<file path="config.mk">
export PLATFORM = sky130hd
export DESIGN_NAME = ahb_lite_xbar_n
export DESIGN_NICKNAME = d
export VERILOG_FILES = /design/src/rtl/ahb_xbar_pkg.sv /design/src/rtl/ahb_dflt_rsp.sv /design/src/rtl/ahb_lite_xbar_n.sv
export SDC_FILE = /design/constraint.sdc
export NUM_CORES = 1
export LEC_CHECK = 0
export ABC_AREA = 1
export CAP_MARGIN = 15
export CORE_AREA = 5 5 131 133
export CTS_BUF_LIST = sky130_fd_sc_hd__clkbuf_4 sky130_fd_sc_hd__clkbuf_8
export CTS_CLUSTER_DIAMETER = 40
export CTS_CLUSTER_SIZE = 30
export DETAILED_ROUTE_END_ITERATION = 10
export DIE_AREA = 0 0 136 138
export SLEW_MARGIN = 0
export SYNTH_ARGS = -nofsm -noshare
export SYNTH_HDL_FRONTEND = slang
export SYNTH_SLANG_ARGS = --single-unit
</file>
<file path="constraint.sdc">
create_clock -name pll_core_cpuclk -period 1.4 [get_ports pll_core_cpuclk]
set_input_delay 0.28 -clock pll_core_cpuclk [delete_from_list [all_inputs] [get_ports pll_core_cpuclk]]
set_output_delay 0.28 -clock pll_core_cpuclk [all_outputs]
set_load 0.05 [all_outputs]
</file>
<file path="src/rtl/ahb_xbar_pkg.sv">
// ahb_xbar_pkg: shared AHB-Lite encodings and crossbar FSM states
package ahb_xbar_pkg;
  localparam logic [1:0] HTRANS_IDLE   = 2'b00;
  localparam logic [1:0] HTRANS_BUSY   = 2'b01;
  localparam logic [1:0] HTRANS_NONSEQ = 2'b10;
  localparam logic [1:0] HTRANS_SEQ    = 2'b11;
  localparam logic [1:0] HRESP_OKAY    = 2'b00;
  localparam logic [1:0] HRESP_ERROR   = 2'b01;
  typedef enum logic [1:0] {IDLE, DATA, ERR1, ERR2} xbar_state_e;
endpackage

</file>
<file path="src/rtl/ahb_dflt_rsp.sv">
// ahb_dflt_rsp: crossbar data-phase FSM and built-in default slave (two-cycle ERROR)
module ahb_dflt_rsp
  import ahb_xbar_pkg::*;
(
  input  logic        clk,
  input  logic        rst,
  input  logic        hready,
  input  logic        req_slv,
  input  logic        req_dflt,
  input  logic        abort,
  output xbar_state_e state,
  output logic        dflt_hready,
  output logic [1:0]  dflt_hresp
);
  xbar_state_e state_q, state_d;
  // a stalled data phase can only be in DATA; every ready cycle accepts the next transfer
  always_comb begin
    state_d = state_q == ERR1 ? ERR2 :
              !hready         ? (abort ? ERR1 : DATA) :
              req_dflt        ? ERR1 :
              req_slv         ? DATA : IDLE;
  end
  always_ff @(posedge clk) begin
    state_q <= rst ? IDLE : state_d;
  end
  assign state       = state_q;
  assign dflt_hready = state_q != ERR1;
  assign dflt_hresp  = (state_q == ERR1 || state_q == ERR2) ? HRESP_ERROR : HRESP_OKAY;
endmodule

</file>
<file path="src/rtl/ahb_lite_xbar_n.sv">
// ahb_lite_xbar_n: single-master AHB-Lite interconnect with base/mask decode, SMPU deny,
// default error slave and a hang watchdog that quarantines stalled slaves.
module ahb_lite_xbar_n
  import ahb_xbar_pkg::*;
#(
  parameter int                        NUM_SLV     = 4,
  parameter int                        ADDR_W      = 32,
  parameter int                        DATA_W      = 32,
  parameter logic [NUM_SLV*ADDR_W-1:0] SLV_BASE    = {NUM_SLV{32'h0}},
  parameter logic [NUM_SLV*ADDR_W-1:0] SLV_MASK    = {NUM_SLV{32'hF000_0000}},
  parameter int                        TIMEOUT_CYC = 256
)(
  input  logic                      pll_core_cpuclk,
  input  logic                      sys_rst,
  input  logic [ADDR_W-1:0]         m_haddr,
  input  logic [1:0]                m_htrans,
  input  logic                      m_hwrite,
  input  logic [2:0]                m_hsize,
  input  logic [2:0]                m_hburst,
  input  logic [3:0]                m_hprot,
  input  logic [DATA_W-1:0]         m_hwdata,
  output logic [DATA_W-1:0]         m_hrdata,
  output logic                      m_hready,
  output logic [1:0]                m_hresp,
  input  logic                      smpu_deny,
  input  logic                      clear_hung,
  output logic [NUM_SLV-1:0]        s_hsel,
  output logic [ADDR_W-1:0]         s_haddr,
  output logic [1:0]                s_htrans,
  output logic                      s_hwrite,
  output logic [2:0]                s_hsize,
  output logic [2:0]                s_hburst,
  output logic [3:0]                s_hprot,
  output logic [DATA_W-1:0]         s_hwdata,
  output logic                      s_hready_in,
  input  logic [NUM_SLV*DATA_W-1:0] s_hrdata,
  input  logic [NUM_SLV-1:0]        s_hreadyout,
  input  logic [NUM_SLV*2-1:0]      s_hresp,
  output logic [NUM_SLV-1:0]        hung_mask,
  output logic                      timeout_evt
);
  localparam int WCW = TIMEOUT_CYC < 2 ? 1 : $clog2(TIMEOUT_CYC + 1);
  localparam int IW  = NUM_SLV < 2 ? 1 : $clog2(NUM_SLV);
  xbar_state_e        state;
  logic               active, hit, req_slv, req_dflt, in_data, abort, dflt_hready;
  logic [1:0]         dflt_hresp;
  logic [IW-1:0]      win, sel;
  logic [NUM_SLV:0]   dsel_q, dsel_d;
  logic [WCW-1:0]     wcnt_q, wcnt_d;
  logic [NUM_SLV-1:0] hung_mask_q, hung_mask_d;
  logic               timeout_evt_q, timeout_evt_d;
  // descending scan so the lowest matching index is the one left in win
  always_comb begin
    hit = 1'b0;
    win = '0;
    for (int i = NUM_SLV - 1; i >= 0; i--)
      if ((m_haddr & SLV_MASK[i*ADDR_W +: ADDR_W]) == (SLV_BASE[i*ADDR_W +: ADDR_W] & SLV_MASK[i*ADDR_W +: ADDR_W])) begin
        hit = 1'b1;
        win = IW'(i);
      end
  end
  always_comb begin
    sel = '0;
    for (int i = 0; i < NUM_SLV; i++)
      if (dsel_q[i]) sel = IW'(i);
  end
  assign active   = !(m_htrans inside {HTRANS_IDLE, HTRANS_BUSY});
  assign req_slv  = active && hit && !smpu_deny && !hung_mask_q[win];
  assign req_dflt = active && !req_slv;
  assign s_hsel   = req_slv ? NUM_SLV'(1) << win : '0;
  assign in_data  = state == DATA;
  assign m_hready = in_data ? s_hreadyout[sel] : dflt_hready;
  assign m_hresp  = in_data ? s_hresp[sel*2 +: 2] : dflt_hresp;
  assign m_hrdata = in_data ? s_hrdata[sel*DATA_W +: DATA_W] : '0;
  assign abort    = TIMEOUT_CYC != 0 && in_data && !m_hready && wcnt_q == WCW'(TIMEOUT_CYC - 1);
  always_comb begin
    dsel_d        = m_hready ? {!req_slv, s_hsel} : dsel_q;
    wcnt_d        = in_data && !m_hready ? wcnt_q + 1'b1 : '0;
    timeout_evt_d = abort;
    hung_mask_d   = (clear_hung ? '0 : hung_mask_q) | (timeout_evt_q ? dsel_q[NUM_SLV-1:0] : '0);
  end
  always_ff @(posedge pll_core_cpuclk) begin
    if (sys_rst) begin
      dsel_q        <= {1'b1, {NUM_SLV{1'b0}}};
      wcnt_q        <= '0;
      timeout_evt_q <= 1'b0;
      hung_mask_q   <= '0;
    end else begin
      dsel_q        <= dsel_d;
      wcnt_q        <= wcnt_d;
      timeout_evt_q <= timeout_evt_d;
      hung_mask_q   <= hung_mask_d;
    end
  end
  ahb_dflt_rsp u_dflt (
    .clk        (pll_core_cpuclk),
    .rst        (sys_rst),
    .hready     (m_hready),
    .req_slv    (req_slv),
    .req_dflt   (req_dflt),
    .abort      (abort),
    .state      (state),
    .dflt_hready(dflt_hready),
    .dflt_hresp (dflt_hresp)
  );
  assign s_haddr     = m_haddr;
  assign s_htrans    = m_htrans;
  assign s_hwrite    = m_hwrite;
  assign s_hsize     = m_hsize;
  assign s_hburst    = m_hburst;
  assign s_hprot     = m_hprot;
  assign s_hwdata    = m_hwdata;
  assign s_hready_in = m_hready;
  assign hung_mask   = hung_mask_q;
  assign timeout_evt = timeout_evt_q;
endmodule
</file>
; ---- Word-level counts from Yosys, hierarchy flattened
; Index checks and enable logic that the tools add are counted.
[totals]
ff_bits = 17
elab_cells = 51
[op_classes]
n_lt_le_gt_ge = 1
muxes = 18
eq_ne = 6
add_sub_neg = 1
n_bitwise = 2
shifts = 2
reduce_logical = 16
[ops]
columns = operator, count
row1 = $shiftx A128 B8 Y32, 1
row2 = $logic_not A32 Y1, 1
row3 = $mux W32, 1
row4 = $mux W2, 7
row5 = $add A9 B1 Y9 const B, 1
row6 = $eq A9 B8 Y1 const B, 1
row7 = $mux W1, 8
row8 = $shiftx A8 B4 Y2, 1
row9 = $logic_and A1 B1 Y1, 6
row10 = $logic_not A1 Y1, 5
row11 = $eq A2 B1 Y1 const B, 2
row12 = $eq A2 B2 Y1 const B, 2
row13 = $mux W4, 1
row14 = $or A4 B4 Y4, 1
row15 = $lt A2 B3 Y1 const B, 1
row16 = $bmux W1 S2, 1
row17 = $logic_not A2 Y1, 1
row18 = $ne A2 B2 Y1 const B, 1
row19 = $reduce_bool A2 Y1, 1
row20 = $reduce_or A2 Y1, 1
row21 = $logic_or A1 B1 Y1, 1
row22 = $not A1 Y1, 1

; ---- Logic depth before layout (Yosys ltp)
[logic_depth]
word_depth = 12
depth_mapped = 12

; ---- Hierarchy
; A second synthesis with hierarchy kept.
[hier_totals]
cells_unflattened = 270
area_unflattened_um2 = 1637.8
[modules_own_cells]
columns = mod, cells_per_inst, seq_area_each_um2, n_inst, area_per_inst_um2
row1 = ahb_lite_xbar_n, 248, 240.2, 1, 1516.5
row2 = ahb_dflt_rsp, 22, 40.0, 1, 121.4

; ---- Least setup slack after synthesis
; OpenSTA, ideal clock, no wires.
[synth_path]
path_type = reg-to-output
from = reg u_dflt.state_q[1] (netlist: u_dflt.state[1])
to = out m_hrdata[10]
path_buffers = 1
arrival_time_ns = 1.310
path_stages_with_launch = 5
required_time_ns = 1.120
path_slack_ns = -0.190
cell_sequence = dfxtp_1 inv_1 nand2_1 buf_2 nor2_1
[synth_via]
elab_chain_cells = 2
[synth_lines]
columns = element, line
row1 = start: declaration, ahb_dflt_rsp.sv:15  ; xbar_state_e state_q, state_d;
row2 = start signal: assignment, ahb_dflt_rsp.sv:24  ; state_q <= rst ? IDLE : state_d;
row3 = $eq A2 B1 Y1, ahb_lite_xbar_n.sv:71  ; assign in_data = state == DATA;
row4 = $mux W32, ahb_lite_xbar_n.sv:74  ; assign m_hrdata = in_data ? s_hrdata[sel*DATA_W +: DATA_W] : '0;
row5 = end: declaration, ahb_lite_xbar_n.sv:22  ; output logic [DATA_W-1:0] m_hrdata,
; Every way passes these cells.

; ---- Final worst setup path
[layout_path]
from = reg u_dflt.state_q[0] (netlist: u_dflt.state[0])
to = out s_hready_in
[layout_via]
elab_chain_cells = 2
elab_cells_between_ends = 3
cone_classes = eq/ne: 2 / mux: 1
[layout_lines]
columns = element, line
row1 = $ne A2 B2 Y1 or $eq A2 B1 Y1 (tied branches), "ahb_dflt_rsp.sv:27, ahb_lite_xbar_n.sv:71"
row2 = $mux W1 *, ahb_lite_xbar_n.sv:72  ; assign m_hready = in_data ? s_hreadyout[sel] : dflt_hready;
row3 = end: declaration, ahb_lite_xbar_n.sv:35  ; output logic s_hready_in,
; Every way passes the cells marked *; elsewhere a longest branch is shown, timed or not.

==> results.yml <==
run_status:
  status: "finished with violations"
  violations: "negative setup slack"
detailed_routing:
  wl_um: 6619
  vias: 1432
  drc: 0
  drt_pre_antenna_iters: 3
  ant_nets: 0
  wl_per_cell_um: 13.34
  drtIter0Drc: 34
  routed_via_density: 2.887
global_route:
  grt_max_degree: 9
  grt_pass1_wl_um: 9418
  grt_pass1_vias: 1484
  grt.total_usage_pct: 6.617
  antenna_found_initial: 1
  grt.overflow.total: 0
critical_path:
  regToRegEndpoint: "u_dflt.state[1]"
  crit_fanout: 3
  start_kind: "flop"
  path_delay_family: "buffers and inverters"
  reg2reg_from: "wcnt_q[0]"
  reg2reg_slack_ns: -0.05
  max_stage_delay_ns: 0.38
  cp_cell_sequence: "buf_6 -> nand3_4 -> nand2_4 -> clkinvlp_4 -> buf_12"
  cp_slowest_cell: "dfxtp_4"
  end_kind: "output port"
  critPathCapture: "s_hready_in"
  crit_path_start: "u_dflt.state[0]"
  required_ns: 1.12
  crit_type: "flop to output port"
  r2r_cells: 12
  arrival_ns: 1.21
  crit_cells: 5
  crit_buf_inv: 3
timing:
  setup_slack_ns: -0.08925
  hold_viol: 0
  fin_crit_sh_pct: 106.4
  finalMaxSlewViolations: 0
  finalSetupTns_ns: -2.423
  fin_skew_ns: 0.0007815
  finalCriticalPeriod_ns: 1.489
  rsz0062_at_grt: "true"
  fmax_mhz: 671.5
  setup_viol: 38
worst_hold_path:
  worstHoldStart: "wcnt_q[3]"
  hold_class: "flop to flop"
power_and_ir_drop:
  powerDensity_nw_per_um2: 575.7
  p_leak_nw: 1.317
  peakVddDrop_v: 0.0002920
floorplanning:
  start_util_pct: 9.787
  fp.dieArea_um2: 18770
  rows: 46
  die_w_um: 136
  die_h_um: 138
  core_area_um2: 15710
  io_pins: 343
clocking:
  cts_root_buf: "clkbuf_8"
  cts_made_buffers: 3
  clock-sinks: 14
  clk_pin_slew_ns: 0.06
  cts-hold-fix-buffers: 0
  max-clock-path-buffers: 2
  clk_latency_ns: 0.24
  h-tree-depth: 1
  cts_tree: "yes"
yosys:
  synth_area_leader_cell: "buf_4"
  synth_edf_count: 0
  synth_top_cell_area_share_pct: 41.50
  synth.distinct_cells: 20
  synthArstFlopShare_pct: 0
  synth-seq-cells: 14
  synthTopCellsByArea: "buf_4 (41%), dfxtp_1 (18%), nor2_1 (12%)"
  ys_seq_area_share_pct: 18.23
  synth_cells: 243
  syn_area_per_cell_um2: 6.328
  synth-main-ff-cell: "dfxtp_1"
  ys_warn_count: 0
  syn-cell-area_um2: 1538
cells_and_area:
  fillers: 1698
  layout-area-overhead-vs-synth_pct: 109.1
  fin_cells: 496
  final_layout_size_suffix_gt1_share_pct: 52.86
  antenna_cells: 0
  final_nets: 504
flow_run:
  cap_violations: 0
placed_design:
  place_congestion: 0.6829
  dp_cells: 481
  port_buffers: 87
  hpwlAfterDp_um: 5227
## cell families after synthesis
group           share of synthesized area (%)
other cells                            0.2439
fa+ha+maj                               1.627
buf+inv                                 54.92
flops                                   18.23
xor+xnor                               0.5697
simple gates                            21.56
compound gates                          2.848
## area by class of cell
| cell class | instances | area [µm²] | area share, % |
|---|---|---|---|
| well taps | 216 | 270.3 | 8.405 |
| repair buffers | 116 | 1615 | 50.23 |
| inverters | 51 | 200.2 | 6.226 |
| flip-flops and latches | 14 | 291.5 | 9.066 |
| clock buffers | 4 | 55.05 | 1.712 |
| multi-input cells | 95 | 783.3 | 24.36 |
## placed cells by master, fill, tap and decap left out, drive strengths merged, types with 2 or more instances in the layout
cell type	instances
clkdlybuf4s15	2
clkbuf	4
ha	2
inv	50
a21oi	4
nor2	53
conb	6
clkdlybuf4s50	36
nand3	4
dfxtp	14
nand2	18
o21ai	3
buf	77
## repair_timing
action	in CTS	in global routing
buffers inserted	5	4
setup endpoints to repair	38	41
gates resized for setup	104	26
pin swaps	7	14
gates cloned	4	0
## per-stage QoR
stage	power [mW]	instance area (µm²)	hold WS (ns)	worst slack, ns	util, %
CTS	1.848	3108	0.4727	-0.1352	19.78
floorplan	1.374	1585	0.3491	-0.1898	-
finish	1.851	3216	0.4850	-0.08925	20.47
global route	1.936	3216	0.5055	-0.1597	20.47
global placement	1.261	2654	0.4655	-0.5322	16.89
detailed placement	1.262	2654	0.4620	-0.4616	16.89
## power by group
| part | total, mW | switching, mW | leakage (nW) | internal [mW] |
|---|---|---|---|---|
| clock | 0.387 | 0.139 | 0.0288 | 0.249 |
| sequential | 0.417 | 0.0101 | 0.116 | 0.407 |
| combinational | 1.05 | 0.547 | 1.17 | 0.500 |
## synthesized netlist by cell type, types with 2 or more instances
master / n
nand3_1: 2
dfxtp_1: 14
inv_1: 49
nand3_2: 2
ha_1: 2
buf_4: 85
inv_2: 2
nor2_2: 2
buf_2: 3
nand2_1: 18
a21oi_1: 4
o21ai_0: 3
nor2_1: 50
## flip-flops by register name, summed over array words and instances, names as in the netlist
| name | count |
|---|---|
| wcnt_q | 9 |
| u_dflt.state | 2 |
| dsel_q | 1 |
| hung_mask | 1 |
| timeout_evt | 1 |
## routing by layer
metal / vias up / track usage, % / part of all wire [%]
met5: - / 0 / 0
met4: 0 / 2.069 / 2.5
met3: 22 / 5.951 / 22
met2: 127 / 10.77 / 47
met1: 599 / 5.956 / 28
li1: 684 / - / -
## how the worst min path moves through the flow
stage | end | cells past startpoint
after detailed placement | wcnt_q[5] | 1
final | wcnt_q[3] | 2
after global routing | u_dflt.state[1] | 4
after floorplan | u_dflt.state[1] | 1
after global placement | wcnt_q[5] | 1
after CTS | wcnt_q[5] | 1
## worst reg2reg max path, delay by kind of cell (launching register included)
kind,cells,cell delay (ns)
and+or+nand+nor,7,0.49
DFF,1,0.35
adders and majority gates,2,0.31
buffers and inverters,2,0.11
AOI/OAI and AO/OA,1,0.10
Note: power is estimated with default switching activity, not from simulation.
